[src/rtl/adder_seq_pkg.sv]
// Shared definitions for the add-datapath sequencing controller:
// state codes, the A-source select values and the FSM state type.
package adder_seq_pkg;

    localparam logic [2:0] ST_IDLE   = 3'd0;
    localparam logic [2:0] ST_CAP_A  = 3'd1;
    localparam logic [2:0] ST_WAIT_B = 3'd2;
    localparam logic [2:0] ST_CAP_B  = 3'd3;
    localparam logic [2:0] ST_ADD    = 3'd4;
    localparam logic [2:0] ST_SHOW   = 3'd5;

    localparam logic SEL_A_DATA = 1'b0;
    localparam logic SEL_A_SUM  = 1'b1;

    typedef enum logic [2:0] {
        S_IDLE   = ST_IDLE,
        S_CAP_A  = ST_CAP_A,
        S_WAIT_B = ST_WAIT_B,
        S_CAP_B  = ST_CAP_B,
        S_ADD    = ST_ADD,
        S_SHOW   = ST_SHOW
    } state_t;

endpackage

[src/rtl/adder_seq_ctrl_step_edge_det.sv]
// Rising-edge detector for the operator step button.
// Optional feature macro: ADDER_SEQ_STEP_SYNC_EN inserts a two-flop
// synchronizer ahead of the detector. Every flop resets to 1 so that a
// button already held down when reset releases never produces an edge.
module step_edge_det (
    input  logic clk_i,
    input  logic rst_i,
    input  logic step_i,
    output logic edge_o
);

    logic stepSync;
    logic step_q;

`ifdef ADDER_SEQ_STEP_SYNC_EN
    logic syncFirst_q;
    logic syncSecond_q;

    // Two-stage synchronizer bringing the asynchronous button into the clock domain
    always_ff @(posedge clk_i or posedge rst_i) begin
        if (rst_i) begin
            syncFirst_q  <= 1'b1;
            syncSecond_q <= 1'b1;
        end else begin
            syncFirst_q  <= step_i;
            syncSecond_q <= syncFirst_q;
        end
    end

    assign stepSync = syncSecond_q;
`else
    assign stepSync = step_i;
`endif

    // Previous-cycle copy of the (synchronized) button level for edge detection
    always_ff @(posedge clk_i or posedge rst_i) begin
        if (rst_i) begin
            step_q <= 1'b1;
        end else begin
            step_q <= stepSync;
        end
    end

    assign edge_o = stepSync & ~step_q;

endmodule

[src/rtl/adder_seq_ctrl.sv]
// Sequencing controller for the 8-bit add datapath. One step button walks
// through capture of A, capture of B and the add, producing one-cycle load
// enables. An accumulate mode feeds S back into A for chained additions,
// with sticky overflow across the chain and a saturating add counter.
// Optional feature macro: ADDER_SEQ_STEP_SYNC_EN (button synchronizer,
// handled inside step_edge_det).
module adder_seq_ctrl
    import adder_seq_pkg::*;
#(
    parameter int CNT_W = 4
) (
    input  logic             CLK,
    input  logic             RST,
    input  logic             step,
    input  logic             acc_mode,
    input  logic             ovf_in,
    output logic             ld_a,
    output logic             ld_b,
    output logic             ld_s,
    output logic             sel_a,
    output logic             busy,
    output logic             done,
    output logic             ovf_sticky,
    output logic [CNT_W-1:0] op_count,
    output logic [2:0]       state
);

    localparam logic [CNT_W-1:0] CNT_MAX = '1;

    state_t           state_q;
    logic             accChain_q;
    logic             ovfSticky_q;
    logic [CNT_W-1:0] opCount_q;
    logic [CNT_W-1:0] opCount_d;
    logic             stepEdge;

    step_edge_det u_step_edge_det (
        .clk_i  (CLK),
        .rst_i  (RST),
        .step_i (step),
        .edge_o (stepEdge)
    );

    // Saturating next value of the completed-addition counter
    always_comb begin
        opCount_d = opCount_q;
        if (opCount_q != CNT_MAX) begin
            opCount_d = opCount_q + CNT_W'(1);
        end
    end

    // Sequencer: state walk plus the chain mode, sticky overflow and counter registers
    always_ff @(posedge CLK or posedge RST) begin
        if (RST) begin
            state_q     <= S_IDLE;
            accChain_q  <= SEL_A_DATA;
            ovfSticky_q <= 1'b0;
            opCount_q   <= '0;
        end else begin
            case (state_q)
                S_IDLE: begin
                    if (stepEdge) begin
                        state_q    <= S_CAP_A;
                        accChain_q <= SEL_A_DATA;
                    end
                end
                S_CAP_A: begin
                    state_q <= S_WAIT_B;
                end
                S_WAIT_B: begin
                    if (stepEdge) begin
                        state_q <= S_CAP_B;
                    end
                end
                S_CAP_B: begin
                    state_q <= S_ADD;
                end
                S_ADD: begin
                    state_q     <= S_SHOW;
                    opCount_q   <= opCount_d;
                    ovfSticky_q <= accChain_q ? (ovfSticky_q | ovf_in) : ovf_in;
                end
                S_SHOW: begin
                    if (stepEdge) begin
                        state_q    <= S_CAP_A;
                        accChain_q <= acc_mode;
                    end
                end
                default: begin
                    state_q <= S_IDLE;
                end
            endcase
        end
    end

    // Moore decode of the enables and status flags from the state register
    always_comb begin
        ld_a = 1'b0;
        ld_b = 1'b0;
        ld_s = 1'b0;
        busy = 1'b0;
        done = 1'b0;
        case (state_q)
            S_CAP_A: begin
                ld_a = 1'b1;
                busy = 1'b1;
            end
            S_CAP_B: begin
                ld_b = 1'b1;
                busy = 1'b1;
            end
            S_ADD: begin
                ld_s = 1'b1;
                busy = 1'b1;
            end
            S_SHOW: begin
                done = 1'b1;
            end
            default: begin
                ld_a = 1'b0;
            end
        endcase
    end

    assign sel_a      = accChain_q;
    assign ovf_sticky = ovfSticky_q;
    assign op_count   = opCount_q;
    assign state      = state_q;

endmodule

[config.mk]
export PLATFORM = sky130hd
export DESIGN_NAME = adder_seq_ctrl
export DESIGN_NICKNAME = d
export VERILOG_FILES = /design/src/rtl/adder_seq_pkg.sv /design/src/rtl/adder_seq_ctrl_step_edge_det.sv /design/src/rtl/adder_seq_ctrl.sv
export SDC_FILE = /design/constraint.sdc
export NUM_CORES = 1
export LEC_CHECK = 0
export ABC_AREA = 0
export BUFFER_PORTS_ARGS = -buffer_cell sky130_fd_sc_hd__clkbuf_2
export CAP_MARGIN = 20
export CORE_AREA = 3 3 40 42
export DETAILED_ROUTE_END_ITERATION = 10
export DIE_AREA = 0 0 43 45
export HOLD_SLACK_MARGIN = 0.05
export PLACE_DENSITY_LB_ADDON = 0.1
export SYNTH_ARGS = -nofsm -noshare
export SYNTH_HDL_FRONTEND = slang
export SYNTH_SLANG_ARGS = --single-unit
export TNS_END_PERCENT = 100
[constraint.sdc]
create_clock -name CLK -period 3.4 [get_ports CLK]
set_input_delay 0.68 -clock CLK [delete_from_list [all_inputs] [get_ports CLK]]
set_output_delay 0.68 -clock CLK [all_outputs]
set_load 0.05 [all_outputs]
Word-level counts from Yosys, hierarchy flattened:

Index checks and enable logic that the tools add are counted.

* add/subtract/negate cells: 1
* multipliers: 0
* div/mod/pow operators: 0
* magnitude comparators: 0
* eq/ne operators: 10
* shifts and indexed selects: 0
* muxes and demuxes: 12
* bitwise operators: 3
* reduce and logical (&&, ||, !) cells: 7

Operator list (count)
* case mux 3 bit (5 select lines): 1
* 2-to-1 mux 1 bit: 8
* equality test 3 x 2 -> 1 bit (second input constant): 2
* equality test 3 bit (second input constant): 2
* 2-to-1 mux 3 bit: 2
* != test 2 bit (second input constant): 3
* adder 4 x 1 -> 4 bit (second input constant): 1
* != test 4 bit (second input constant): 1
* AND reduction 2 bit: 2
* equality test 3 x 1 -> 1 bit (second input constant): 1
* zero test 3 bit: 1
* AND reduction 3 bit: 1
* OR reduction 3 bit: 1
* != test 2 x 1 -> 1 bit (second input constant): 1
* case mux 1 bit (2 select lines): 1
* nonzero test 2 bit: 1
* OR reduction 2 bit: 1
* AND 1 bit: 1
* NOT 1 bit: 1
* OR 1 bit: 1

* register bits: 10
* latch bits: 0
* RAM bits: 0
* ROM bits: 0
* logic and storage cells: 38
* memories kept: 0

Longest topological paths before layout:

Gate-level depths: netlist (run 1).

* depth in word-level cells: 4
* mapped depth: 4

Cells and area by module:

A second synthesis (run 1) with hierarchy kept.

* cell total of the unflattened synthesis: 48
* area total of the unflattened synthesis: 498.0 µm²

Modules (own cells, without submodules)
* adder_seq_ctrl: times used 1, cells an instance 45, area each 454.2 µm², seq. area each 225.2 µm²
* step_edge_det: times used 1, cells an instance 3, area each 43.8 µm², seq. area each 26.3 µm²

Worst setup path before layout (run 1):

OpenSTA, ideal clock, no wires.

* path kind: reg2out
* from: reg state_q[0], in the netlist state[0]
* to: out ld_a
* data arrival time: 1.962 ns
* slack: 0.758 ns
* cell stages (with the launch flop): 4
* path buffers: 1
* cells stage by stage: dfrtp_1 -> buf_4 -> inv_1 -> nor3_1

* word-level cells in the longest chain between the ends: 2

Ends and longest elaborated chain
* from (decl): RTL line adder_seq_ctrl.sv:30 `state_t state_q;`
* from (signal assigned): RTL line adder_seq_ctrl.sv:55 `state_q <= S_IDLE;`
* from (signal assigned): RTL line adder_seq_ctrl.sv:63 `state_q <= S_CAP_A;`
* from (signal assigned): RTL line adder_seq_ctrl.sv:68 `state_q <= S_WAIT_B;`
* equality test 3 x 1 -> 1 bit: RTL line adder_seq_ctrl.sv:103 `case (state_q)`
* 2-to-1 mux 1 bit: RTL line adder_seq_ctrl.sv:103
* to (decl): RTL line adder_seq_ctrl.sv:17 `output logic ld_a,`

No other way between the ends.

Final worst setup path (run 1):

* from: reg state_q[1], in the netlist state[1]
* to: out busy

* word-level cells in the longest chain between the ends: 3
* elaborated cells on any way between the ends: 5
* classes of those cells: 3 x eq/ne; 1 x mux; 1 x reduce/logical

Ends and longest elaborated chain
* equality test 3 bit (tied with other cells): RTL line adder_seq_ctrl.sv:103
* OR reduction 3 bit (no line) (*)
* 2-to-1 mux 1 bit (*): RTL line adder_seq_ctrl.sv:103
* to (decl): RTL line adder_seq_ctrl.sv:21 `output logic busy,`

Mark *: on every way between the ends. The rest lies on a longest branch, timed or not.

==> results of run 1 <==
metrics by stage:
stage	setup WS, ns	area (um2)	hold slack, ns	cells
2_1_floorplan	0.758	527	0.519	46
3_3_place_gp	1.41	606	0.491	76
3_5_place_dp	1.36	606	0.491	76
4_1_cts	1.07	642	0.377	80
5_1_grt	1.01	642	0.405	80
6_report	1.08	642	0.366	80
sequential cells by signal, summed over array words and instances (netlist names):
register                cells
ovf_sticky                  1
u_step_edge_det.step_q      1
state                       3
op_count                    4
sel_a                       1
area by class of cell:
cell class,count,share of cell area [%]
clock buffer,4,5.65
inverter,2,1.17
sequential,10,39.2
tap,15,2.92
timing repair buffer,18,14.0
multi-input combinational,31,37.0
cells by family (layout without fill, tap and decap cells):
family | Yosys count | count (layout) | synth area share, %
mux | 2 | 2 | 4.99
compound gates | 7 | 7 | 9.26
fa+ha+maj | 1 | 1 | 2.37
xor+xnor | 2 | 2 | 3.33
simple gates | 19 | 19 | 25.2
flops | 10 | 10 | 47.7
buf+inv | 5 | 24 | 7.13
worst max-delay path: stages, from the launching register on:
cell	delay [ns]
dfrtp_1	0.49
nor3b_4	0.42
or2_2	0.19
clkbuf_2	0.27
path summary, 6_finish.rpt:
kind / start / end / slack (ns) / depth (start not counted)
worst max-delay path: state[1] / busy / 1.08 / 3
worst min-delay path: RST / op_count[2] / 0.37 / 2
worst max register to register: state[1] / op_count[3] / 1.90 / 3
worst min register to register: ovf_sticky / ovf_sticky / 0.51 / 1
max in group asynchronous: RST / u_step_edge_det.step_q / 2.72 / 2
min in group CLK: ovf_sticky / ovf_sticky / 0.51 / 1
synthesized netlist by cell type, drive strengths merged, types with 2 or more instances:
master | count | share of area (%)
nand3 | 4 | 3.8
dfrtp | 9 | 43
nor2 | 2 | 1.4
o31ai | 2 | 2.8
nand2b | 3 | 3.6
inv | 2 | 1.4
xnor2 | 2 | 3.3
buf | 3 | 5.7
mux2 | 2 | 5.0
layer usage:
metal / wire length (um) / share of wire (%)
met4: 4 / 0.40
met1: 500 / 50
met2: 426 / 43
met3: 65 / 6.5
met5: 0 / 0
==> results.py, run 1 <==
metrics = {
    "timing": {
        "drv_slew": 0,
        "post-route-min-period_ns": 2.32,
        "final.period_utilization_pct": 68.2,
        "finalSetupViolCount": 0,
        "clock.fmax_mhz": 431,
        "rsz0062_at_grt": "no",
        "hold_viol": 0,
        "fin_tns_setup_ns": 0,
        "slew_headroom_pct": 73.9,
        "skew_ns": 0.00638,
        "worst_pin_slew_ns": 0.391,
    },
    "placed_design": {
        "hpwlAfterDp_um": 736,
        "port_buffers": 18,
        "place_congestion": 0.713,
    },
    "clock_tree": {
        "post_cts_resized": 0,
        "hold_buffers": 0,
        "htree_levels": 1,
        "cts.clk_slew.worst_paths_ns": 0.07,
        "postCtsSetupRepairBufs": 0,
        "cts_inserted_buffers": 3,
        "clockBufferDepth": 2,
        "root_buffer": "clkbuf_4",
        "cts_tree": "done",
        "worst_skew_pair.late_latency_ns": 0.26,
        "cts_sinks": 10,
    },
    "drt": {
        "vias": 395,
        "viasPerCell": 4.94,
        "ant_nets": 0,
        "drc_errors": 0,
        "drt_iter0_markers": 19,
        "routed_wl_um": 996,
        "wl_per_cell_um": 12.5,
        "firstDrtPassIters": 4,
    },
    "synth": {
        "synth_sequential_area_ratio_pct": 47.7,
        "synth_edf_count": 0,
        "netlist_area_um2": 527,
        "ys_ff_latch": 10,
        "synthCells": 46,
        "yosys_warnings": 0,
        "async_flop_share_pct": 100,
        "synthFlopType": "dfrtp_1",
        "synth.avg_cell_area_um2": 11.5,
        "ys_types": 28,
        "syn-num-nets": 52,
    },
    "grt": {
        "antenna_found_initial": 0,
        "grt.total_usage_pct": 11.7,
        "busiest_layer": "met2",
        "grt_max_degree": 11,
        "use_met3_pct": 2.79,
        "grt_pass1_vias": 380,
        "gr-total-overflow": 0,
        "use_met2_pct": 16.5,
        "grt.met1_usage_pct": 16.3,
        "grt_pass1_wl_um": 1660,
    },
    "setup_path": {
        "crit_path_max_fanout": 9,
        "start_kind": "flip-flop",
        "crit_type": "reg -> out",
        "crit_arrival_ns": 1.64,
        "crit_required_ns": 2.72,
        "end_kind": "primary output",
    },
    "final_layout": {
        "multi_input_area_um2": 238,
        "regArea_um2": 251,
        "layout-drive-gt1-share_pct": 50.8,
        "fin_util_pct": 50.0,
        "area_growth_pct": 21.9,
        "final_common_cell": "clkbuf_2",
        "diodes": 0,
        "layout_common_cells": "clkbuf_2 (18), dfrtp_1 (9), nand3_1 (4), nand2b_1 (3), clkbuf_4 (3)",
        "fin_nets": 72,
        "nFillCells": 124,
    },
    "outcome": {
        "outcome": "finished, final reports clean",
    },
    "min_path": {
        "min_path_type": "in -> async",
    },
    "die": {
        "start_util_pct": 41.0,
        "die_w_um": 43,
        "core_um2": 1280,
        "pin_count": 19,
        "row_count": 13,
        "die-area_um2": 1940,
        "die_h_um": 45,
    },
    "flow_run": {
        "cap_violations": 0,
    },
}
Power of run 1 is left out: the tool's default activity adds up to more than one toggle a clock period on the data nets, which glitch-free logic cannot reach.
==> inputs of run 2 (changes only) <==
==> constraint.sdc (replaced) <==
create_clock -name CLK -period 2.1 [get_ports CLK]
set_input_delay 0.42 -clock CLK [delete_from_list [all_inputs] [get_ports CLK]]
set_output_delay 0.42 -clock CLK [all_outputs]
set_load 0.05 [all_outputs]
==> run 2 against run 1 <==
Against the previous run:
- die area did not move
- sequential share of layout area hardly changed
- cell count increased by 1.3%
- count of clock-buffer cells in the layout did not move
- critical path depth stayed put
- design area rose by 1.4%
- critical endpoint unchanged
- non-clock buffer count rose by 1
- worst setup slack worse by 0.82 ns
- flip-flop and latch count unchanged
==> results.py, run 2 (synthesis gave the netlist of run 1 again) <==
metrics = {
    "outcome": {
        "outcome": "finished, final reports clean",
    },
    "placed_design": {
        "place_congestion": 0.684,
        "port_buffers": 18,
        "hpwlAfterDp_um": 717,
    },
    "grt": {
        "antenna_found_initial": 0,
        "grt_pass1_vias": 316,
        "gr-total-overflow": 0,
        "grt_max_degree": 11,
        "grt.total_usage_pct": 10.5,
        "grt_pass1_wl_um": 1460,
    },
    "clock_tree": {
        "htree_levels": 1,
        "clockBufferDepth": 2,
        "cts.clk_slew.worst_paths_ns": 0.07,
        "hold_buffers": 0,
        "postCtsSetupRepairBufs": 0,
        "cts_tree": "done",
        "post_cts_resized": 0,
        "cts_inserted_buffers": 3,
        "root_buffer": "clkbuf_4",
        "worst_skew_pair.late_latency_ns": 0.26,
        "cts_sinks": 10,
    },
    "final_layout": {
        "area_growth_pct": 23.5,
        "fin_util_pct": 50.6,
        "layout_common_cells": "clkbuf_2 (18), dfrtp_1 (6), nand3_1 (4)",
        "fin_nets": 73,
        "diodes": 0,
        "nFillCells": 118,
        "largest_reg_flops": 4,
        "final_common_cell": "clkbuf_2",
        "layout-drive-gt1-share_pct": 56.1,
    },
    "flow_run": {
        "cap_violations": 0,
    },
    "setup_path": {
        "timing.rr.start": "state[2]",
        "setup.worst_path.start": "state[2]",
        "crit_required_ns": 1.68,
        "ff2ff_path_depth": 4,
        "r2r_setup_slack_ns": 0.70,
        "endpoint": "busy",
        "reg2reg_to": "op_count[3]",
        "start_kind": "flip-flop",
        "crit_path_max_fanout": 10,
        "end_kind": "primary output",
        "crit_type": "reg -> out",
        "crit_arrival_ns": 1.42,
    },
    "die": {
        "core_um2": 1280,
        "die_w_um": 43,
        "die_h_um": 45,
        "start_util_pct": 41.0,
        "pin_count": 19,
        "row_count": 13,
        "die-area_um2": 1940,
    },
    "timing": {
        "fin_tns_setup_ns": 0,
        "holdWs_ns": 0.0977,
        "post-route-min-period_ns": 1.84,
        "slew_headroom_pct": 75.2,
        "finalSetupViolCount": 0,
        "rsz0062_at_grt": "no",
        "worst_pin_slew_ns": 0.372,
        "hold_viol": 0,
        "clock.fmax_mhz": 545,
        "skew_ns": 0.0104,
        "drv_slew": 0,
        "final.period_utilization_pct": 87.4,
    },
    "drt": {
        "drt_iter0_markers": 7,
        "viasPerCell": 4.84,
        "drc_errors": 0,
        "ant_nets": 0,
        "vias": 392,
        "firstDrtPassIters": 2,
        "routed_wl_um": 910,
        "wl_per_cell_um": 11.2,
    },
    "min_path": {
        "min_path_type": "in -> async",
    },
}
run 2: changes by cell type in the layout (fill, tap and decap cells not counted):
cell and change:
nor3_1 -1, clkbuf_8 -1, dfrtp_2 +3, dfrtp_1 -3, buf_4 +1, or2_2 -1, or2_4 +1, nor3_2 +1
clkbuf_1 +1
run 2: area by class of cell:
cell class                 count  area (um2)  area share (%)
clock buffer                   4        26.3            4.04
multi-input combinational     31         245            37.7
sequential                    10         255            39.2
tap                           15        18.8            2.88
inverter                       2        7.51            1.15
timing repair buffer          19        97.6            15.0
run 2: layer usage:
metal  wire, um  vias up  track usage (%)
li1           -      199                -
met1        434      179             14.3
met5          0        -                0
met2        397       14             13.8
met3         78        0             5.98
met4          0        0             3.61
run 2: how the worst min path moves through the flow:
stage,to,startpoint,slack (ns)
floorplan,op_count[0],RST,0.26
global placement,ovf_sticky,RST,0.40
detailed placement,op_count[3],RST,0.40
CTS,op_count[3],RST,0.11
global route,op_count[3],RST,0.12
finish,op_count[3],RST,0.1
run 2: metrics by stage:
step	std cells	worst slack (ns)	area, um2
6_report	81	0.264	651
5_1_grt	81	0.190	651
3_3_place_gp	77	0.547	624
2_1_floorplan	46	0.0176	542
4_1_cts	81	0.249	651
3_5_place_dp	77	0.533	624
run 2: worst max-delay path, stage by stage, from the launching register on:
cell and delay (ns):
dfrtp_2 0.45, and2b_1 0.23, or2_4 0.24, clkbuf_2 0.23
Power of run 2 is left out for the same reason.
==> inputs of run 3 (changes only) <==
--- a/config.mk
+++ b/config.mk
@@ -13,6 +13,7 @@
 export DIE_AREA = 0 0 43 45
 export HOLD_SLACK_MARGIN = 0.05
 export PLACE_DENSITY_LB_ADDON = 0.1
+export SETUP_SLACK_MARGIN = 0.5
 export SYNTH_ARGS = -nofsm -noshare
 export SYNTH_HDL_FRONTEND = slang
 export SYNTH_SLANG_ARGS = --single-unit
==> constraint.sdc (replaced) <==
create_clock -name CLK -period 2 [get_ports CLK]
set_input_delay 0.4 -clock CLK [delete_from_list [all_inputs] [get_ports CLK]]
set_output_delay 0.4 -clock CLK [all_outputs]
set_load 0.05 [all_outputs]
==> run 3 against run 2 <==
Against the previous run:
- global-route usage grew 2.8 points
- wire length grew 32%
- critical path depth unchanged
- clock skew down 0.0058 ns
- via count increased by 17%
- flip-flop and latch count stayed put
- register-to-register slack worse by 0.17 ns
- critical path type unchanged
- critical endpoint unchanged
- largest cell class is now non-clock buffers
==> results.py, run 3 (synthesis gave the netlist of run 1 again) <==
metrics = {
    "outcome": {
        "outcome": "finished, final reports clean",
    },
    "drt": {
        "wl_per_cell_um": 13.0,
        "firstDrtPassIters": 4,
        "ant_nets": 0,
        "drc_errors": 0,
        "vias": 457,
        "routed_wl_um": 1210,
        "drt_iter0_markers": 11,
        "viasPerCell": 4.91,
    },
    "min_path": {
        "min_path_type": "in -> async",
    },
    "final_layout": {
        "stdcell_area_um2": 855,
        "fin_util_pct": 66.5,
        "layout_common_cells": "clkbuf_2 (11), buf_4 (10), dfrtp_1 (6)",
        "final_common_cell": "clkbuf_2",
        "largest_reg_flops": 4,
        "layout-drive-gt1-share_pct": 66.7,
        "fin_cells": 93,
        "diodes": 0,
        "fin_nets": 85,
        "area_growth_pct": 62.2,
        "nFillCells": 105,
    },
    "die": {
        "core_um2": 1280,
        "die_w_um": 43,
        "start_util_pct": 41.0,
        "pin_count": 19,
        "die-area_um2": 1940,
        "row_count": 13,
        "die_h_um": 45,
    },
    "timing": {
        "hold_viol": 0,
        "worst_slack_ns": 0.286,
        "finalSetupViolCount": 0,
        "rsz0062_at_grt": "yes",
        "slew_headroom_pct": 74.6,
        "clock.fmax_mhz": 583,
        "worst_pin_slew_ns": 0.380,
        "drv_slew": 0,
        "post-route-min-period_ns": 1.71,
        "final.period_utilization_pct": 85.7,
        "skew_ns": 0.00465,
    },
    "placed_design": {
        "place_inst": 77,
        "place_congestion": 0.749,
        "hpwlAfterDp_um": 758,
        "port_buffers": 18,
        "place_ws_ns": 0.466,
        "placed_area_um2": 636,
    },
    "setup_path": {
        "crit_required_ns": 1.60,
        "path_buf_inv": 1,
        "end_kind": "primary output",
        "crit_arrival_ns": 1.31,
        "cpMaxStageDelayCell": "dfrtp_2",
        "worstPathCellList": "and2b_1 > or2_4 > clkbuf_16",
        "crit_family": "simple AND/OR/NAND/NOR gates",
        "critical-path-max-stage-delay_ns": 0.42,
        "start_kind": "flip-flop",
        "crit_type": "reg -> out",
        "crit_path_max_fanout": 7,
    },
    "flow_run": {
        "cap_violations": 0,
    },
    "grt": {
        "grt.total_usage_pct": 13.3,
        "grt_max_degree": 11,
        "grt_pass1_wl_um": 1880,
        "grt_pass1_vias": 433,
        "antenna_found_initial": 0,
        "gr-total-overflow": 0,
    },
    "clock_tree": {
        "clockBufferDepth": 2,
        "cts.clk_slew.worst_paths_ns": 0.06,
        "htree_levels": 1,
        "root_buffer": "clkbuf_4",
        "cts_tree": "done",
        "cts_inserted_buffers": 3,
        "cts_sinks": 10,
        "worst_skew_pair.late_latency_ns": 0.26,
    },
}
==> run 3: cell count changes in the layout (fill, tap and decap cells not counted), sizes merged <==
cell | before | now
buf | 1 | 14
clkbuf | 22 | 21
==> run 3: what timing repair did <==
action | CTS | global route
pin swaps | 4 | 1
hold buffers | 0 | 0
endpoints found under the setup margin | 5 | 7
buffers inserted | 8 | 4
resized for setup | 16 | 8
gates cloned | 0 | 0
==> run 3: cell type report <==
cell class | count | area [um2] | share of cell area (%)
repair buffers | 31 | 278 | 32.5
multi-input cells | 31 | 256 | 30.0
flip-flops and latches | 10 | 255 | 29.9
clock buffers | 4 | 36.3 | 4.25
well taps | 15 | 18.8 | 2.20
inverters | 2 | 10.0 | 1.17
==> run 3: per-stage QoR <==
step	TNS (ns)	hold slack, ns
2_1_floorplan	-0.0601	0.239
3_3_place_gp	0	0.377
3_5_place_dp	0	0.376
4_1_cts	0	0.0827
5_1_grt	0	0.0960
6_report	0	0.0833
==> run 3: layer usage <==
| metal | wire (um) | GRT usage (%) | vias up |
|---|---|---|---|
| li1 | - | - | 224 |
| met1 | 496 | 15.1 | 216 |
| met2 | 637 | 23.7 | 17 |
| met3 | 72 | 3.59 | 0 |
| met4 | 0 | 5.42 | 0 |
| met5 | 0 | 0 | - |
==> run 3: path summary, 6_finish.rpt <==
kind,slack [ns],to,depth (start not counted),startpoint
hold / removal,0.08,ovf_sticky,2,RST
hold reg to reg,0.52,ovf_sticky,1,ovf_sticky
min in group CLK,0.23,u_step_edge_det.step_q,1,step
max in group asynchronous,1.61,u_step_edge_det.step_q,2,RST
setup reg to reg,0.53,op_count[3],5,state[1]
setup / recovery,0.29,busy,3,state[2]
Power of run 3 is left out for the same reason.
